--- src/rtl/motor_pkg.sv ---
// Shared definitions for the stepper controller: FSM encoding, coil phase
// table and default parameter values.
package motor_pkg;

  localparam int NCH_DEF   = 2;
  localparam int CNT_W_DEF = 16;
  localparam int DIV_W_DEF = 16;

  typedef enum logic [1:0] {
    ST_IDLE = 2'd0,
    ST_RUN  = 2'd1,
    ST_HOLD = 2'd2
  } state_t;

  // Entry n is the coil pattern for phase index n (entry 0 sits in the LSBs).
  localparam logic [7:0][3:0] PHASE_TABLE = {
    4'b1001, 4'b0001, 4'b0011, 4'b0010,
    4'b0110, 4'b0100, 4'b1100, 4'b1000
  };

endpackage

--- src/rtl/motor_step_ctrl_if.sv ---
// Command channel of the stepper controller. A command transfers on a rising
// edge where cmd_valid=1 and cmd_ready=1; the payload is only sampled then.
interface motor_step_ctrl_if
  import motor_pkg::*;
#(
  parameter int NCH   = NCH_DEF,
  parameter int CNT_W = CNT_W_DEF,
  parameter int DIV_W = DIV_W_DEF
) ();

  logic             cmd_valid;
  logic             cmd_ready;
  logic [CNT_W-1:0] cmd_steps;
  logic [NCH-1:0]   cmd_dir;
  logic             cmd_half;
  logic [DIV_W-1:0] cmd_div;

  modport master (
    output cmd_valid, cmd_steps, cmd_dir, cmd_half, cmd_div,
    input  cmd_ready
  );

  modport slave (
    input  cmd_valid, cmd_steps, cmd_dir, cmd_half, cmd_div,
    output cmd_ready
  );

endinterface

--- src/rtl/motor_phase_seq.sv ---
// One stepper channel: 3-bit phase index stepped up/down by 1 (half-step) or
// 2 (full-step), decoded to the 4-bit coil pattern.
module motor_phase_seq
  import motor_pkg::*;
(
  input  logic       clk,
  input  logic       rst_n,
  input  logic       clear_lsb,
  input  logic       step,
  input  logic       dir,
  input  logic       half,
  output logic [3:0] coil
);

  logic [2:0] phase;
  logic [2:0] delta;

  assign delta = half ? 3'd1 : 3'd2;

  // Index wraps naturally modulo 8 through the 3-bit arithmetic.
  always_ff @(posedge clk or negedge rst_n) begin
    if (!rst_n) begin
      phase <= '0;
    end else if (clear_lsb) begin
      phase <= {phase[2:1], 1'b0};
    end else if (step) begin
      phase <= dir ? (phase + delta) : (phase - delta);
    end
  end

  assign coil = PHASE_TABLE[phase];

endmodule

--- src/rtl/motor_step_ctrl.sv ---
// Multi-channel stepper controller: IDLE/RUN/HOLD FSM, step-period prescaler
// and step counter driving NCH phase sequencers.
module motor_step_ctrl
  import motor_pkg::*;
#(
  parameter int NCH   = NCH_DEF,
  parameter int CNT_W = CNT_W_DEF,
  parameter int DIV_W = DIV_W_DEF
) (
  input  logic                 clk,
  input  logic                 rst_n,
  motor_step_ctrl_if.slave     cmd,
  input  logic                 abort,
  output logic [4*NCH-1:0]     coils,
  output logic                 busy,
  output logic                 done,
  output logic                 locked,
  output logic [CNT_W-1:0]     steps_done,
  output state_t               dbg_state
);

  state_t           state, next_state;
  logic [CNT_W-1:0] steps_q;
  logic [NCH-1:0]   dir_q;
  logic             half_q;
  logic [DIV_W-1:0] div_q;
  logic [DIV_W-1:0] presc;
  logic [DIV_W-1:0] div_eff;
  logic             accept;
  logic             step_evt;
  logic             last_step;
  logic             done_next;
  logic [4*NCH-1:0] coil_raw;

  assign cmd.cmd_ready = (state != ST_RUN) && !abort;
  assign accept        = cmd.cmd_valid && cmd.cmd_ready;
  assign div_eff       = (div_q == '0) ? DIV_W'(1) : div_q;
  // abort suppresses the step so steps_done and phases freeze on the abort edge
  assign step_evt      = (state == ST_RUN) && !abort && (presc == div_eff - DIV_W'(1));
  assign last_step     = step_evt && ((steps_done + CNT_W'(1)) == steps_q);

  always_comb begin
    next_state = state;
    done_next  = 1'b0;
    if (abort) begin
      next_state = ST_IDLE;
    end else begin
      unique case (state)
        ST_IDLE, ST_HOLD: begin
          if (accept) begin
            next_state = (cmd.cmd_steps == '0) ? ST_HOLD : ST_RUN;
            done_next  = (cmd.cmd_steps == '0);
          end
        end
        ST_RUN: begin
          if (last_step) begin
            next_state = ST_HOLD;
            done_next  = 1'b1;
          end
        end
        default: next_state = ST_IDLE;
      endcase
    end
  end

  always_ff @(posedge clk or negedge rst_n) begin
    if (!rst_n) begin
      state      <= ST_IDLE;
      done       <= 1'b0;
      steps_q    <= '0;
      dir_q      <= '0;
      half_q     <= 1'b0;
      div_q      <= '0;
      presc      <= '0;
      steps_done <= '0;
    end else begin
      state <= next_state;
      done  <= done_next;
      if (accept) begin
        steps_q    <= cmd.cmd_steps;
        dir_q      <= cmd.cmd_dir;
        half_q     <= cmd.cmd_half;
        div_q      <= cmd.cmd_div;
        presc      <= '0;
        steps_done <= '0;
      end else if (state == ST_RUN && !abort) begin
        if (step_evt) begin
          presc      <= '0;
          steps_done <= steps_done + CNT_W'(1);
        end else begin
          presc <= presc + DIV_W'(1);
        end
      end
    end
  end

  for (genvar i = 0; i < NCH; i++) begin : g_ch
    motor_phase_seq u_seq (
      .clk       (clk),
      .rst_n     (rst_n),
      .clear_lsb (accept && !cmd.cmd_half),
      .step      (step_evt),
      .dir       (dir_q[i]),
      .half      (half_q),
      .coil      (coil_raw[4*i +: 4])
    );
  end

  assign coils     = (state == ST_IDLE) ? '0 : coil_raw;
  assign busy      = (state == ST_RUN);
  assign locked    = (state == ST_HOLD);
  assign dbg_state = state;

endmodule

--- src/flat_wrapper.sv ---
// flat-port wrapper written by rule: the top's interface ports become plain ports
module motor_step_ctrl_flat import motor_pkg::*;
#(
  parameter int NCH   = NCH_DEF,
  parameter int CNT_W = CNT_W_DEF,
  parameter int DIV_W = DIV_W_DEF
)
  (clk, rst_n, abort, coils, busy, done, locked, steps_done, dbg_state, cmd_cmd_valid, cmd_cmd_steps, cmd_cmd_dir, cmd_cmd_half, cmd_cmd_div, cmd_cmd_ready);
  motor_step_ctrl_if #(.NCH(NCH), .CNT_W(CNT_W), .DIV_W(DIV_W)) cmd_i ();
  input  logic clk;
  input  logic rst_n;
  input  logic abort;
  output logic [4*NCH-1:0] coils;
  output logic busy;
  output logic done;
  output logic locked;
  output logic [CNT_W-1:0] steps_done;
  output state_t dbg_state;
  input wire logic [$bits(cmd_i.cmd_valid)-1:0] cmd_cmd_valid;
  input wire logic [$bits(cmd_i.cmd_steps)-1:0] cmd_cmd_steps;
  input wire logic [$bits(cmd_i.cmd_dir)-1:0] cmd_cmd_dir;
  input wire logic [$bits(cmd_i.cmd_half)-1:0] cmd_cmd_half;
  input wire logic [$bits(cmd_i.cmd_div)-1:0] cmd_cmd_div;
  output wire logic [$bits(cmd_i.cmd_ready)-1:0] cmd_cmd_ready;
  assign cmd_i.cmd_valid = cmd_cmd_valid;
  assign cmd_i.cmd_steps = cmd_cmd_steps;
  assign cmd_i.cmd_dir = cmd_cmd_dir;
  assign cmd_i.cmd_half = cmd_cmd_half;
  assign cmd_i.cmd_div = cmd_cmd_div;
  assign cmd_cmd_ready = cmd_i.cmd_ready;
  motor_step_ctrl #(.NCH(NCH), .CNT_W(CNT_W), .DIV_W(DIV_W)) u_core (.clk(clk), .rst_n(rst_n), .cmd(cmd_i), .abort(abort), .coils(coils), .busy(busy), .done(done), .locked(locked), .steps_done(steps_done), .dbg_state(dbg_state));
endmodule
--- config.mk ---
export PLATFORM = sky130hd
export DESIGN_NAME = motor_step_ctrl_flat
export DESIGN_NICKNAME = d
export VERILOG_FILES = /design/src/rtl/motor_pkg.sv /design/src/rtl/motor_step_ctrl_if.sv /design/src/rtl/motor_phase_seq.sv /design/src/rtl/motor_step_ctrl.sv /design/src/flat_wrapper.sv
export SDC_FILE = /design/constraint.sdc
export NUM_CORES = 1
export LEC_CHECK = 0
export CAP_MARGIN = 15
export CORE_ASPECT_RATIO = 0.75
export CORE_MARGIN = 3
export CORE_UTILIZATION = 40
export CTS_BUF_LIST = sky130_fd_sc_hd__clkbuf_4
export DETAILED_ROUTE_END_ITERATION = 16
export HOLD_SLACK_MARGIN = 0.12
export PLACE_DENSITY = 0.68
export SLEW_MARGIN = 5
export SYNTH_ARGS = -nofsm -noshare
export SYNTH_HDL_FRONTEND = slang
export SYNTH_SLANG_ARGS = --single-unit
--- constraint.sdc ---
create_clock -name clk -period 4.5 [get_ports clk]
set_input_delay 0.9 -clock clk [delete_from_list [all_inputs] [get_ports clk]]
set_output_delay 0.9 -clock clk [all_outputs]
set_load 0.005 [all_outputs]
==> results.py <==
metrics = {
    "global_routing": {
        "antenna_found_initial": 0,
        "grt_overflow": 0,
        "grt_pass1_vias": 3900,
        "grt_max_degree": 77,
        "grt_pass1_wl_mm": 20.19,
        "grt_util_all_layers_pct": 18.88,
    },
    "synthesis": {
        "ys_ff_latch": 76,
        "synth-main-ff-cell": "dfrtp_1",
        "syn_inst": 489,
        "yosysWarnings": 0,
        "synth_top_area_share_pct": 40.00,
        "synth.area.top_cells": "dfrtp_1 (40%), mux2_2 (10%), xor2_1 (5.9%)",
        "synth_top_area_cell": "dfrtp_1",
        "synth_area_um2": 4755,
        "async_flop_share_pct": 100.0,
        "synth_enable_flop_cells": 0,
        "yosysMostFrequentCell": "dfrtp_1",
        "ys_types": 59,
        "yosysSeqAreaShare_pct": 40.00,
        "avgSynthCellArea_um2": 9.723,
        "synthTopCellsByCount": "dfrtp_1 (76), mux2_2 (44), nor2_1 (38)",
        "synthesis.nets": 535,
    },
    "clock_network": {
        "ctsLongestPathBuffers": 2,
        "cts-htree-levels": 3,
        "insertion_delay_ns": 0.43,
        "hold_buffers": 0,
        "cts.repair.resized": 0,
        "cts_buffers": 9,
        "cts_sinks": 76,
        "clk_pin_slew_ns": 0.12,
        "cts_tree": "done",
        "root_buffer": "clkbuf_4",
        "post_cts_buffers": 0,
    },
    "placed_design": {
        "place_hpwl_mm": 8.929,
        "port_buffers": 68,
        "place.gp.congestion": 0.8779,
        "placed_area_um2": 5572,
        "dp_slack_ns": 0.2562,
        "dp.cells": 697,
    },
    "setup_path": {
        "path_cells": "or4_1 > nor3_4 > a21oi_1 > ha_1 > or3b_2 > xnor2_1 > or4_1 > a211o_1 > nor4_2 > o2111ai_4 > buf_4 > a21o_1 > o21ai_0",
        "path_class": "reg2reg",
        "start_kind": "flop",
        "cp_top_family": "simple AND/OR/NAND/NOR gates",
        "cp_num_cells": 13,
        "cp_max_fo": 15,
        "crit_path_max_incr_delay_ns": 0.63,
        "cp.required_ns": 4.84,
        "cpMostUsedCell": "or4_1",
        "r2r_cells": 13,
        "cp_slowest_cell": "or4_1",
        "cp_num_buf_inv": 1,
        "end_kind": "flop",
        "arrival_ns": 4.57,
    },
    "sta": {
        "setup_tns_ns": 0,
        "clock_skew_ns": 0.01078,
        "fmax_mhz": 236.5,
        "setup_viol": 0,
        "fin_crit_sh_pct": 93.97,
        "setup_ws_ns": 0.2714,
        "hold_violations": 0,
        "rsz0062_at_grt": "false",
        "maxSlewHeadroom_pct": 33.89,
        "maxSlewViolCount": 0,
        "tightest_slew_ns": 0.9916,
        "finalCriticalPeriod_ns": 4.229,
    },
    "power_and_ir_drop": {
        "p_sw_share_pct": 31.34,
        "intPower_w": 0.001107,
        "power.share.clock_pct": 25.9,
        "combPwrFrac_pct": 22.4,
        "switchingPower_w": 0.0005051,
        "powerDensity_nw_per_um2": 282.4,
        "pwr-share-seq_pct": 51.7,
        "cellLeakagePower_nw": 2.416,
        "vdd_ir_drop_max_mv": 0.1075,
    },
    "floorplanning": {
        "rows": 33,
        "floorplan.initialDensity_pct": 42.18,
        "dieArea_um2": 13240,
        "coreArea_um2": 11270,
        "io_pins": 69,
        "chipHeight_um": 100.4,
        "die_w_um": 131.9,
    },
    "run_status": {
        "outcome": "complete, no violations",
    },
    "finish": {
        "drive_gt1_share_pct": 14.57,
        "diodes": 0,
        "fin_area_um2": 5708,
        "syn_to_final_growth_pct": 20.05,
        "final_net_count": 597,
        "nFillCells": 1019,
        "stdcell_count": 713,
    },
    "route": {
        "wl_per_cell_um": 17.09,
        "post-route-drc-count": 0,
        "drt-pass1-iter-count": 5,
        "via_per_inst": 5.597,
        "num_vias": 3991,
        "drtIter0Drc": 361,
        "wl_mm": 12.19,
        "ant_nets": 0,
    },
    "min_path": {
        "hold_depth": 1,
        "hp-class": "reg2reg",
    },
    "flow_run": {
        "maxCapViolCount": 0,
    },
}
[metal layers]
| metal | track usage [%] | up-vias | share of wire [%] |
|---|---|---|---|
| met5 | 0 | - | 0 |
| met4 | 4.278 | 0 | 1.0 |
| met3 | 4.709 | 12 | 6.2 |
| met2 | 27.86 | 127 | 43 |
| met1 | 27.95 | 1954 | 50 |
| li1 | - | 1898 | - |
[per-stage QoR]
| stage | util, % | hold WS, ns | power, W |
|---|---|---|---|
| floorplan | - | 0.4995 | 0.001075 |
| global placement | 49.43 | 0.5097 | 0.001191 |
| detailed placement | 49.43 | 0.5189 | 0.001206 |
| CTS | 50.58 | 0.5519 | 0.001625 |
| global route | 50.64 | 0.5728 | 0.001705 |
| finish | 50.64 | 0.5440 | 0.001612 |
[area by class of cell]
class | instances | area (µm²) | area share, %
well taps | 157 | 196.4 | 3.441
multi-input cells | 384 | 2738 | 47.96
clock inverters | 6 | 55.05 | 0.9645
repair buffers | 73 | 715.7 | 12.54
clock buffers | 10 | 75.07 | 1.315
inverters | 7 | 26.28 | 0.4603
flip-flops and latches | 76 | 1902 | 33.32
[cell usage in the layout, fill, tap and decap left out, drive strengths merged, types with 15 or more instances in the layout]
master / count
a21o: 15
nand2: 32
nor2: 38
dfrtp: 76
nand3: 24
xor2: 32
clkdlybuf4s50: 67
xnor2: 19
mux2: 44
a21oi: 21
o21ai: 21
[state kept, by name, indices dropped and copies added (netlist names)]
signal / flops
u_core.steps_q: 16
u_core.dbg_state: 2
u_core.steps_done: 16
u_core.g_ch.u_seq.phase: 6
u_core.dir_q: 2
u_core.half_q: 1
u_core.presc: 16
u_core.div_q: 16
u_core.done: 1
[final timing paths]
kind                                                           to  slack, ns                     startpoint
worst max register to register  u_core.steps_done[12]$_DFFE_PN0P_       0.27   u_core.div_q[13]$_DFFE_PN0P_
min in group asynchronous             u_core.dir_q[1]$_DFFE_PN0P_       0.61                          rst_n
worst max-delay path            u_core.steps_done[12]$_DFFE_PN0P_       0.27   u_core.div_q[13]$_DFFE_PN0P_
worst min register to register      u_core.steps_q[0]$_DFFE_PN0P_       0.54  u_core.steps_q[0]$_DFFE_PN0P_
worst min-delay path                u_core.steps_q[0]$_DFFE_PN0P_       0.54  u_core.steps_q[0]$_DFFE_PN0P_
max in group asynchronous            u_core.div_q[12]$_DFFE_PN0P_       3.24                          rst_n
[power groups by stage]
stage | registers (W) | clock network (W) | logic (W)
6_report | 0.000833 | 0.000418 | 0.000361
3_3_place_gp | 0.000841 | 0 | 0.000351
5_1_grt | 0.000846 | 0.000460 | 0.000399
3_5_place_dp | 0.000846 | 0 | 0.000360
2_1_floorplan | 0.000816 | 0 | 0.000259
4_1_cts | 0.000832 | 0.000429 | 0.000363
[kinds of logic (layout without fill, tap and decap cells)]
| kind of cell | count (synthesis) | count (layout) | share of synthesized area, % |
|---|---|---|---|
| xor gates and xnor gates | 52 | 52 | 9.868 |
| and+or+nand+nor | 195 | 195 | 22.84 |
| AOI/OAI and AO/OA | 84 | 84 | 11.68 |
| buffers and inverters | 29 | 96 | 2.605 |
| muxes | 46 | 46 | 10.84 |
| adders and majority gates | 7 | 7 | 2.158 |
| DFF | 76 | 76 | 40.00 |
(Power assumes the default switching activity.)
